### src/rtl/fetch_sequencer.sv
// Fetch sequencer: four-phase strobe generator, program counter and
// instruction register for the 8-bit core. One instruction cycle is four
// system clocks (Q1..Q4). Jump/skip requests are sampled in Q3 and take
// effect on the Q4->Q1 boundary by inserting a NOP bubble.
module fetch_sequencer #(
    parameter int                    PC_WIDTH   = 8,
    parameter int                    INST_WIDTH = 8,
    parameter logic [INST_WIDTH-1:0] NOP_CODE   = {INST_WIDTH{1'b0}}
) (
    input  logic                  clk,
    input  logic                  rst_n,
    input  logic                  halt,
    input  logic                  jump_en,
    input  logic [PC_WIDTH-1:0]   jump_target,
    input  logic                  skip_en,
    input  logic [INST_WIDTH-1:0] rom_data,
    output logic [PC_WIDTH-1:0]   rom_addr,
    output logic [PC_WIDTH-1:0]   pc,
    output logic [INST_WIDTH-1:0] inst_reg,
    output logic                  fetch_valid,
    output logic                  clk1,
    output logic                  clk2,
    output logic                  clk3,
    output logic                  clk4
);

    typedef enum logic [1:0] {
        PH_Q1 = 2'd0,
        PH_Q2 = 2'd1,
        PH_Q3 = 2'd2,
        PH_Q4 = 2'd3
    } phase_e;

    localparam logic [PC_WIDTH-1:0] PC_ONE = {{(PC_WIDTH-1){1'b0}}, 1'b1};

    phase_e                  phase_q,     phase_d;
    logic [3:0]              strobe_q,    strobe_d;
    logic [PC_WIDTH-1:0]     pc_q,        pc_d;
    logic [INST_WIDTH-1:0]   inst_q,      inst_d;
    logic                    valid_q,     valid_d;
    logic                    jump_pend_q, jump_pend_d;
    logic                    skip_pend_q, skip_pend_d;
    logic [PC_WIDTH-1:0]     target_q,    target_d;

    // State register: every piece of architectural state lives here.
    always_ff @(posedge clk or negedge rst_n) begin
        if (!rst_n) begin
            phase_q     <= PH_Q1;
            strobe_q    <= 4'b0001;
            pc_q        <= {PC_WIDTH{1'b0}};
            inst_q      <= NOP_CODE;
            valid_q     <= 1'b0;
            jump_pend_q <= 1'b0;
            skip_pend_q <= 1'b0;
            target_q    <= {PC_WIDTH{1'b0}};
        end else begin
            phase_q     <= phase_d;
            strobe_q    <= strobe_d;
            pc_q        <= pc_d;
            inst_q      <= inst_d;
            valid_q     <= valid_d;
            jump_pend_q <= jump_pend_d;
            skip_pend_q <= skip_pend_d;
            target_q    <= target_d;
        end
    end

    // Next-state logic: phase rotation, Q3 request capture, boundary update.
    always_comb begin
        phase_d     = phase_q;
        strobe_d    = strobe_q;
        pc_d        = pc_q;
        inst_d      = inst_q;
        valid_d     = valid_q;
        jump_pend_d = jump_pend_q;
        skip_pend_d = skip_pend_q;
        target_d    = target_q;

        // Phase advances unconditionally, halt only freezes the datapath.
        case (phase_q)
            PH_Q1:   phase_d = PH_Q2;
            PH_Q2:   phase_d = PH_Q3;
            PH_Q3:   phase_d = PH_Q4;
            PH_Q4:   phase_d = PH_Q1;
            default: phase_d = PH_Q1;
        endcase

        // Strobes are registered from the next phase so they never glitch.
        case (phase_d)
            PH_Q1:   strobe_d = 4'b0001;
            PH_Q2:   strobe_d = 4'b0010;
            PH_Q3:   strobe_d = 4'b0100;
            PH_Q4:   strobe_d = 4'b1000;
            default: strobe_d = 4'b0001;
        endcase

        if (phase_q == PH_Q3) begin
            // Requests accumulate; a halted boundary keeps them pending.
            jump_pend_d = jump_pend_q | jump_en;
            skip_pend_d = skip_pend_q | skip_en;
            if (jump_en) begin
                target_d = jump_target;
            end else begin
                target_d = target_q;
            end
        end else if ((phase_q == PH_Q4) && !halt) begin
            jump_pend_d = 1'b0;
            skip_pend_d = 1'b0;
            if (jump_pend_q) begin
                // Jump outranks skip; a simultaneous skip is dropped.
                pc_d    = target_q;
                inst_d  = NOP_CODE;
                valid_d = 1'b0;
            end else if (skip_pend_q) begin
                // The word fetched this cycle is discarded.
                pc_d    = pc_q + PC_ONE;
                inst_d  = NOP_CODE;
                valid_d = 1'b0;
            end else begin
                pc_d    = pc_q + PC_ONE;
                inst_d  = rom_data;
                valid_d = 1'b1;
            end
        end else begin
            pc_d    = pc_q;
            inst_d  = inst_q;
            valid_d = valid_q;
        end
    end

    assign rom_addr    = pc_q;
    assign pc          = pc_q;
    assign inst_reg    = inst_q;
    assign fetch_valid = valid_q;
    assign clk1        = strobe_q[0];
    assign clk2        = strobe_q[1];
    assign clk3        = strobe_q[2];
    assign clk4        = strobe_q[3];

endmodule

### config.mk
export PLATFORM = sky130hd
export DESIGN_NAME = fetch_sequencer
export DESIGN_NICKNAME = d
export VERILOG_FILES = /design/src/rtl/fetch_sequencer.sv
export SDC_FILE = /design/constraint.sdc
export NUM_CORES = 1
export LEC_CHECK = 0
export CAP_MARGIN = 0
export CORE_MARGIN = 1.5
export CORE_UTILIZATION = 40
export CTS_BUF_LIST = sky130_fd_sc_hd__clkbuf_16
export CTS_CLUSTER_DIAMETER = 120
export DETAILED_ROUTE_END_ITERATION = 7
export HOLD_SLACK_MARGIN = 0.03
export PLACE_DENSITY = 0.71
export SLEW_MARGIN = 20
export SYNTH_ARGS = -nofsm -noshare
export SYNTH_HDL_FRONTEND = slang
export SYNTH_SLANG_ARGS = --single-unit
### constraint.sdc
create_clock -name clk -period 2.29 [get_ports clk]
set_input_delay 0.458 -clock clk [delete_from_list [all_inputs] [get_ports clk]]
set_output_delay 0.458 -clock clk [all_outputs]
set_load 0.03 [all_outputs]
==> results of run 1 <==
==> cells in the mapped netlist, types with 2 or more instances <==
cell / n / share of area
clkbuf_1: 3 / 0.0074
or3b_1: 2 / 0.012
inv_1: 5 / 0.012
mux2i_1: 3 / 0.020
nor2_1: 5 / 0.012
o21ai_1: 7 / 0.023
o22ai_1: 2 / 0.0083
mux2_2: 8 / 0.060
buf_4: 8 / 0.040
a21oi_1: 2 / 0.0066
buf_2: 2 / 0.0066
nand3_1: 11 / 0.036
o211ai_1: 2 / 0.0099
nand2_1: 24 / 0.060
ha_1: 6 / 0.050
dfrtp_1: 32 / 0.53
==> area by class of cell <==
cell class | instances | area [µm²]
fill | 306 | 1493
sequential | 33 | 827.0
multi-input combinational | 89 | 584.3
timing repair buffer | 52 | 513.0
clock buffer | 5 | 125.1
tap | 48 | 60.06
inverter | 5 | 18.77
clock inverter | 3 | 12.51
==> kinds of logic after synthesis <==
family,share of synthesized area
and+or+nand+nor,0.1747
DFF,0.5472
AOI/OAI and AO/OA,0.08278
buffers and inverters,0.06623
muxes,0.07947
adders and majority gates,0.04967
==> power breakdown <==
group | switching, W | internal (W)
registers | 0.0000523 | 0.000626
logic | 0.000164 | 0.000147
clock network | 0.000215 | 0.000391
==> worst paths after layout <==
| check | startpoint | end | slack (ns) | cells past startpoint |
|---|---|---|---|---|
| worst min-delay path | inst_reg[3] | inst_reg[3] | 0.46 | 2 |
| worst max-delay path | pc[2] | pc[2] | 0.35 | 1 |
| worst min register to register | inst_reg[3] | inst_reg[3] | 0.46 | 2 |
| min in group asynchronous | rst_n | pc[3] | 0.59 | 2 |
| worst max register to register | phase_q[0] | pc[7] | 0.42 | 5 |
| max in group asynchronous | rst_n | strobe_q[0] | 1.37 | 2 |
==> through the flow <==
stage / instances / area (µm²) / setup slack [ns] / total power [W]
after floorplan: 140 / 1511 / 0.5603 / 0.0008673
after global placement: 227 / 2003 / 0.3467 / 0.0009929
final: 235 / 2141 / 0.3547 / 0.001596
after CTS: 235 / 2141 / 0.3592 / 0.001610
after global routing: 235 / 2141 / 0.2816 / 0.001671
after detailed placement: 227 / 2003 / 0.3032 / 0.0009998
==> metal layers <==
layer  track usage  share of wire
met1        0.2309           0.45
met2        0.2461           0.48
met3       0.03472          0.059
met4       0.06649          0.011
met5             0              0
==> impl_metrics.env, run 1 <==
export IMPL_fin_worst_skew_ns=0.006295
export IMPL_powerDensity_mw_per_mm2=745.4
export IMPL_grt_max_degree=34
export IMPL_crit_fanout=9
export IMPL_p_leak_nw=0.9433
export IMPL_fin_crit_sh=0.8451
export IMPL_die_h_um=64.47
export IMPL_cp_data_required_time_ns=1.83
export IMPL_final_cell_mix="clkdlybuf4s50_1 (49), dfrtp_1 (32), nand2_1 (24)"
export IMPL_gp_congestion=0.7096
export IMPL_hold_path_class="reg2reg"
export IMPL_nets=213
export IMPL_groute_usage_overall=0.1636
export IMPL_core_area_mm2=0.003633
export IMPL_io_buffers=49
export IMPL_clk_pin_slew_worst_paths_ns=0.05
export IMPL_cts_setup_buffers=0
export IMPL_crit_path_end_kind="output pin"
export IMPL_avgSynthCellArea_um2=10.80
export IMPL_relSlewSlack=0.6307
export IMPL_fmax_mhz=516.7
export IMPL_die_w_um=64.47
export IMPL_drv_cap=0
export IMPL_outcome="finished clean"
export IMPL_grt_overflow_total=0
export IMPL_arrival_ns=1.48
export IMPL_period_needed_ns=1.935
export IMPL_cp_slowest_cell="clkdlybuf4s50_1"
export IMPL_cts_root_buf="clkbuf_16"
export IMPL_drtIter0Drc=62
export IMPL_synth_flop_cell="dfrtp_1"
export IMPL_tns_ns=0
export IMPL_cts_sinks=33
export IMPL_drc=0
export IMPL_num_vias=1170
export IMPL_final_hold_viol_count=0
export IMPL_row_count=22
export IMPL_diodes=0
export IMPL_grt_pass1_wl_um=5257
export IMPL_cp_start_kind="flip-flop"
export IMPL_ctsHtreeMaxLevel=2
export IMPL_crit_buf_inv=1
export IMPL_max_clock_path_buffers=2
export IMPL_die_area_mm2=0.004156
export IMPL_seq_area_frac_synth=0.5472
export IMPL_critPathMaxStageDelay_ns=0.72
export IMPL_peakVddDrop_mv=0.3869
export IMPL_cts_buffers=5
export IMPL_cp_top_family="buffers and inverters"
export IMPL_ys_warnings_count=0
export IMPL_cts_tree="done"
export IMPL_place_hpwl_um=2221
export IMPL_drtPass1Iterations=4
export IMPL_grt_pass1_vias=1096
export IMPL_post_cts_resized=0
export IMPL_synth_cell_types=34
export IMPL_tightest_slew_ns=0.5520
export IMPL_slew_viol_final=0
export IMPL_finalWirelength_um=3080
export IMPL_fin_hold_ws_ns=0.4624
export IMPL_crit_type="reg2out"
export IMPL_ioPinCount=50
export IMPL_syn_cell_area_mm2=0.001511
export IMPL_layout_commonest_cell="clkdlybuf4s50_1"
export IMPL_utilization=0.5892
export IMPL_drtAntennaViolNets=0
export IMPL_async_reset_ff_frac=1.000
export IMPL_synth_fp_nets=167
export IMPL_area_growth_pct=41.64
export IMPL_rsz0062_at_grt="no"
export IMPL_grt_antenna_before_repair=0
export IMPL_start_util=0.4160
export IMPL_wl_per_cell_um=13.11
export IMPL_avgViaCountPerCell=4.979
export IMPL_cts_hold_buf=0
export IMPL_synthCells=140
export IMPL_drive_gt1_frac=0.1070
export IMPL_ys_seq_elements=33
export IMPL_synth_edf_count=0
export IMPL_clock_latency_ns=0.27
export IMPL_path_cells="clkdlybuf4s50_1"
export IMPL_setup_viol=0
Note: power is estimated with default switching activity, not from simulation.
==> run 2: changes to the inputs <==
- PLACE_DENSITY: 0.71 -> 0.74
- clock period: 2.29 -> 1.6 ns (I/O delays scaled with it)
==> run 2 against run 1 <==
The flow now finishes with violations (setup timing). Highest routed layer unchanged. Cell count rose by 5.5%. Utilization up 3.6 points. Critical path depth up 3. Combinational power is 44% higher. Largest power group unchanged. First-iteration DRC count down 13%. Worst hold slack lost 0.051 ns.
==> impl_metrics.env, run 2 (synthesis gave the netlist of run 1 again) <==
export IMPL_num_vias=1260
export IMPL_drc=0
export IMPL_avgViaCountPerCell=5.081
export IMPL_cts_root_buf="clkbuf_16"
export IMPL_drive_gt1_frac=0.1900
export IMPL_ioPinCount=50
export IMPL_grt_pass1_vias=1277
export IMPL_place_inst=235
export IMPL_area_growth_pct=50.33
export IMPL_setup_viol=1
export IMPL_met3_length_um=189
export IMPL_cp_start_kind="flip-flop"
export IMPL_wl_met2_um=1734
export IMPL_nets=226
export IMPL_die_area_mm2=0.004156
export IMPL_clock_latency_ns=0.28
export IMPL_arrival_ns=1.84
export IMPL_tightest_slew_ns=0.5560
export IMPL_groute_usage_overall=0.1926
export IMPL_drtIter0Drc=54
export IMPL_wl_per_cell_um=14.50
export IMPL_slew_viol_final=0
export IMPL_outcome="complete, but fails checks"
export IMPL_final_cell_mix="dfrtp_1 (32), dlygate4sd2_1 (26), nand2_1 (23)"
export IMPL_final_hold_viol_count=0
export IMPL_start_util=0.4160
export IMPL_core_area_mm2=0.003633
export IMPL_clk_pin_slew_worst_paths_ns=0.05
export IMPL_max_clock_path_buffers=2
export IMPL_reg2regPathDepth=4
export IMPL_setup_ws_ns=-0.02602
export IMPL_grt_max_degree=34
export IMPL_worstReg2RegStart="phase_q[1]"
export IMPL_violations="setup timing"
export IMPL_ff2ff_setup_slack_ns=-0.03
export IMPL_hold_path_class="in2async"
export IMPL_grt_overflow_total=0
export IMPL_ctsHtreeMaxLevel=2
export IMPL_crit_path_end_kind="flip-flop"
export IMPL_die_w_um=64.47
export IMPL_die_h_um=64.47
export IMPL_met1_length_um=1529
export IMPL_cts_buffers=5
export IMPL_diodes=0
export IMPL_cts_sinks=33
export IMPL_io_buffers=49
export IMPL_row_count=22
export IMPL_rsz0062_at_grt="yes"
export IMPL_layout_commonest_cell="dfrtp_1"
export IMPL_grt_antenna_before_repair=0
export IMPL_relSlewSlack=0.6280
export IMPL_finalWirelength_um=3596
export IMPL_period_needed_ns=1.626
export IMPL_top_layer_used="met4"
export IMPL_reg2reg_to="pc[7]"
export IMPL_p_leak_nw=1.110
export IMPL_final_cells=248
export IMPL_peakVddDrop_mv=0.5018
export IMPL_cp_data_required_time_ns=1.81
export IMPL_drtAntennaViolNets=0
export IMPL_cts_tree="done"
export IMPL_fin_worst_skew_ns=0.004829
export IMPL_fin_crit_sh=1.016
export IMPL_power_w=0.002295
export IMPL_gp_congestion=0.8103
export IMPL_place_hpwl_um=2405
export IMPL_crit_fanout=3
export IMPL_drv_cap=0
export IMPL_powerDensity_mw_per_mm2=1010
export IMPL_crit_type="reg2reg"
export IMPL_cts_hold_buf=0
export IMPL_drtPass1Iterations=4
export IMPL_grt_pass1_wl_um=6037
export IMPL_fmax_mhz=615.0
[run 2: area by class of cell]
type | instances | area [µm²]
clock buffer | 5 | 125.1
clock inverter | 3 | 12.51
fill | 302 | 1361
inverter | 5 | 18.77
multi-input combinational | 89 | 616.8
sequential | 33 | 827.0
tap | 48 | 60.06
timing repair buffer | 65 | 611.8
[run 2: per-layer routing]
metal  global-route usage  up-vias
met1               0.2358      602
met2               0.3060       51
li1                     -      593
met4               0.1011        0
met5                    0        -
met3              0.05903       14
[run 2: critical path: stages (launching register included)]
cell	delay [ns]
dfrtp_1	0.41
ha_1	0.19
or3b_4	0.39
or4b_1	0.48
nand3_1	0.09
[run 2: where the power goes]
| part | total (W) | internal [W] | switching (W) |
|---|---|---|---|
| Clock | 0.000893 | 0.000561 | 0.000332 |
| Combinational | 0.000447 | 0.000182 | 0.000266 |
| Sequential | 0.000955 | 0.000897 | 0.0000581 |
| Total | 0.00230 | 0.00164 | 0.000656 |
[run 2: repair_timing]
item / CTS / global route
setup buffers: 5 / 0
pin swaps: 0 / 1
resized for setup: 29 / 4
setup endpoints to repair: 28 / 14
[run 2: worst max path at each step]
stage,endpoint,start,depth (start not counted)
after floorplan,pc[1],phase_q[0],7
after global placement,pc[7],halt,4
after detailed placement,pc[7],halt,4
after CTS,pc[7],phase_q[1],4
after global routing,pc[7],phase_q[0],7
final,pc[7],phase_q[1],4
[run 2: metrics by stage]
step           utilization  cell area (µm²)  hold slack (ns)  worst slack, ns   TNS (ns)
2_1_floorplan            -             1524          0.02441         0.005584          0
3_3_place_gp        0.5782             2101           0.4609          -0.1362    -0.3707
3_5_place_dp        0.5782             2101           0.4644          -0.1806     -1.000
4_1_cts             0.6209             2256           0.4271        -0.008285  -0.008285
5_1_grt             0.6253             2272           0.4319         -0.09456    -0.1810
6_report            0.6253             2272           0.4116         -0.02602   -0.02602
==> run 3: changes to the inputs <==
- PLACE_DENSITY: 0.74 -> 0.84
==> run 3 against run 2 <==
The flow still finishes with violations (setup timing). Maximum frequency increased by 1.5%. Utilization decreased by 1.7 points. Worst setup slack improved by 0.024 ns. Critical path depth increased by 1. Clock power decreased by 2.5%. Cell count decreased by 1.6%. Combinational power decreased by 5.1%. Die area unchanged. Largest power group unchanged.
==> impl_metrics.env, run 3 (synthesis gave the netlist of run 1 again) <==
export IMPL_outcome="complete, but fails checks"
export IMPL_violations="setup timing"
export IMPL_crit_path_end_kind="flip-flop"
export IMPL_setup_ws_ns=-0.001580
export IMPL_avgViaCountPerCell=4.918
export IMPL_period_needed_ns=1.602
export IMPL_clock_latency_ns=0.27
export IMPL_rsz0062_at_grt="yes"
export IMPL_place_hpwl_um=2257
export IMPL_drtPass1Iterations=4
export IMPL_drtAntennaViolNets=0
export IMPL_fmax_mhz=624.4
export IMPL_ioPinCount=50
export IMPL_peakVddDrop_mv=0.6238
export IMPL_area_growth_pct=46.27
export IMPL_die_w_um=64.47
export IMPL_p_clk_frac=0.386
export IMPL_core_area_mm2=0.003633
export IMPL_cts_tree="done"
export IMPL_drive_gt1_frac=0.1531
export IMPL_cts_sinks=33
export IMPL_gp_congestion=0.7686
export IMPL_worstReg2RegStart="phase_q[0]"
export IMPL_final_cell_mix="dfrtp_1 (32), dlygate4sd2_1 (27), nand2_1 (24)"
export IMPL_final_hold_viol_count=0
export IMPL_setup_viol=1
export IMPL_drv_cap=0
export IMPL_startpoint="phase_q[0]"
export IMPL_drc=0
export IMPL_cp_data_required_time_ns=1.81
export IMPL_nets=222
export IMPL_io_buffers=49
export IMPL_fin_worst_skew_ns=0.002473
export IMPL_die_area_mm2=0.004156
export IMPL_slew_viol_final=0
export IMPL_p_int_w=0.001634
export IMPL_cp_start_kind="flip-flop"
export IMPL_relSlewSlack=0.7840
export IMPL_grt_antenna_before_repair=0
export IMPL_ctsHtreeMaxLevel=2
export IMPL_hold_path_class="in2async"
export IMPL_swShare=0.2754
export IMPL_power_w=0.002254
export IMPL_clk_pin_slew_worst_paths_ns=0.05
export IMPL_fin_crit_sh=1.001
export IMPL_arrival_ns=1.81
export IMPL_row_count=22
export IMPL_max_clock_path_buffers=2
export IMPL_utilization=0.6085
export IMPL_grt_pass1_wl_um=5444
export IMPL_crit_fanout=3
export IMPL_wl_per_cell_um=12.52
export IMPL_start_util=0.4160
export IMPL_layout_commonest_cell="dfrtp_1"
export IMPL_num_vias=1200
export IMPL_switching_power_w=0.0006208
export IMPL_crit_type="reg2reg"
export IMPL_preCtsSetupSlack_ns=-0.1592
export IMPL_diodes=0
export IMPL_tns_ns=-0.001580
export IMPL_grt_pass1_vias=1154
export IMPL_groute_usage_overall=0.1728
export IMPL_cts_root_buf="clkbuf_16"
export IMPL_cts_buffers=5
export IMPL_seq_power_share=0.425
export IMPL_finalWirelength_um=3055
export IMPL_tightest_slew_ns=0.3252
export IMPL_grt_overflow_total=0
export IMPL_powerDensity_mw_per_mm2=1020
export IMPL_grt_max_degree=34
export IMPL_die_h_um=64.47
export IMPL_drtIter0Drc=79
export IMPL_pwr_share_comb=0.188
export IMPL_p_leak_nw=1.066
run 3: routing by layer:
metal  GRT usage  vias to the layer above  part of all wire
met4     0.05585                        0            0.0052
met3     0.05556                        4             0.053
li1            -                      588                 -
met5           0                        -                 0
met1      0.2123                      575              0.43
met2      0.2891                       33              0.51
run 3: final cells by class:
type	instances	area, µm²
Multi-Input combinational cell	89	596.8
Tap cell	48	60.06
Inverter	5	18.77
Clock inverter	3	11.26
Fill cell	330	1423
Sequential cell	33	827.0
Clock buffer	5	125.1
Timing Repair Buffer	61	571.8
run 3: worst paths after layout:
kind / slack, ns / end / cells past startpoint
max in group asynchronous: 0.93 / strobe_q[0] / 2
max reg2reg: -0.002 / pc[7] / 5
min in group clk: 0.46 / inst_reg[3] / 2
min reg2reg: 0.46 / inst_reg[3] / 2
max: -0.002 / pc[7] / 5
min: 0.42 / jump_pend_q / 2
run 3: what timing repair did:
item	4_1_cts	5_1_grt
hold buffers	0	0
resized for setup	27	0
setup buffers	0	0
endpoints found under the setup margin	27	2
run 3: worst max-delay path: stages (launching register included):
cell and delay (ns):
dfrtp_1 0.38, inv_2 0.07, ha_4 0.17, or3b_1 0.36
or4b_1 0.47, nand3_1 0.08
run 3: power groups by stage:
stage          sequential, W  clock (W)  combinational (W)
6_report            0.000959   0.000871           0.000424
5_1_grt             0.000970   0.000934           0.000461
4_1_cts             0.000960   0.000893           0.000430
3_5_place_dp        0.000976          0           0.000475
3_3_place_gp        0.000971          0           0.000468
2_1_floorplan        0.00104          0           0.000206
run 3: per-stage QoR:
step	area, µm²	hold slack, ns	instances
floorplan	1524	0.02441	140
global placement	2108	0.4478	236
detailed placement	2108	0.4588	236
CTS	2211	0.4309	244
global route	2211	0.4430	244
finish	2211	0.4207	244
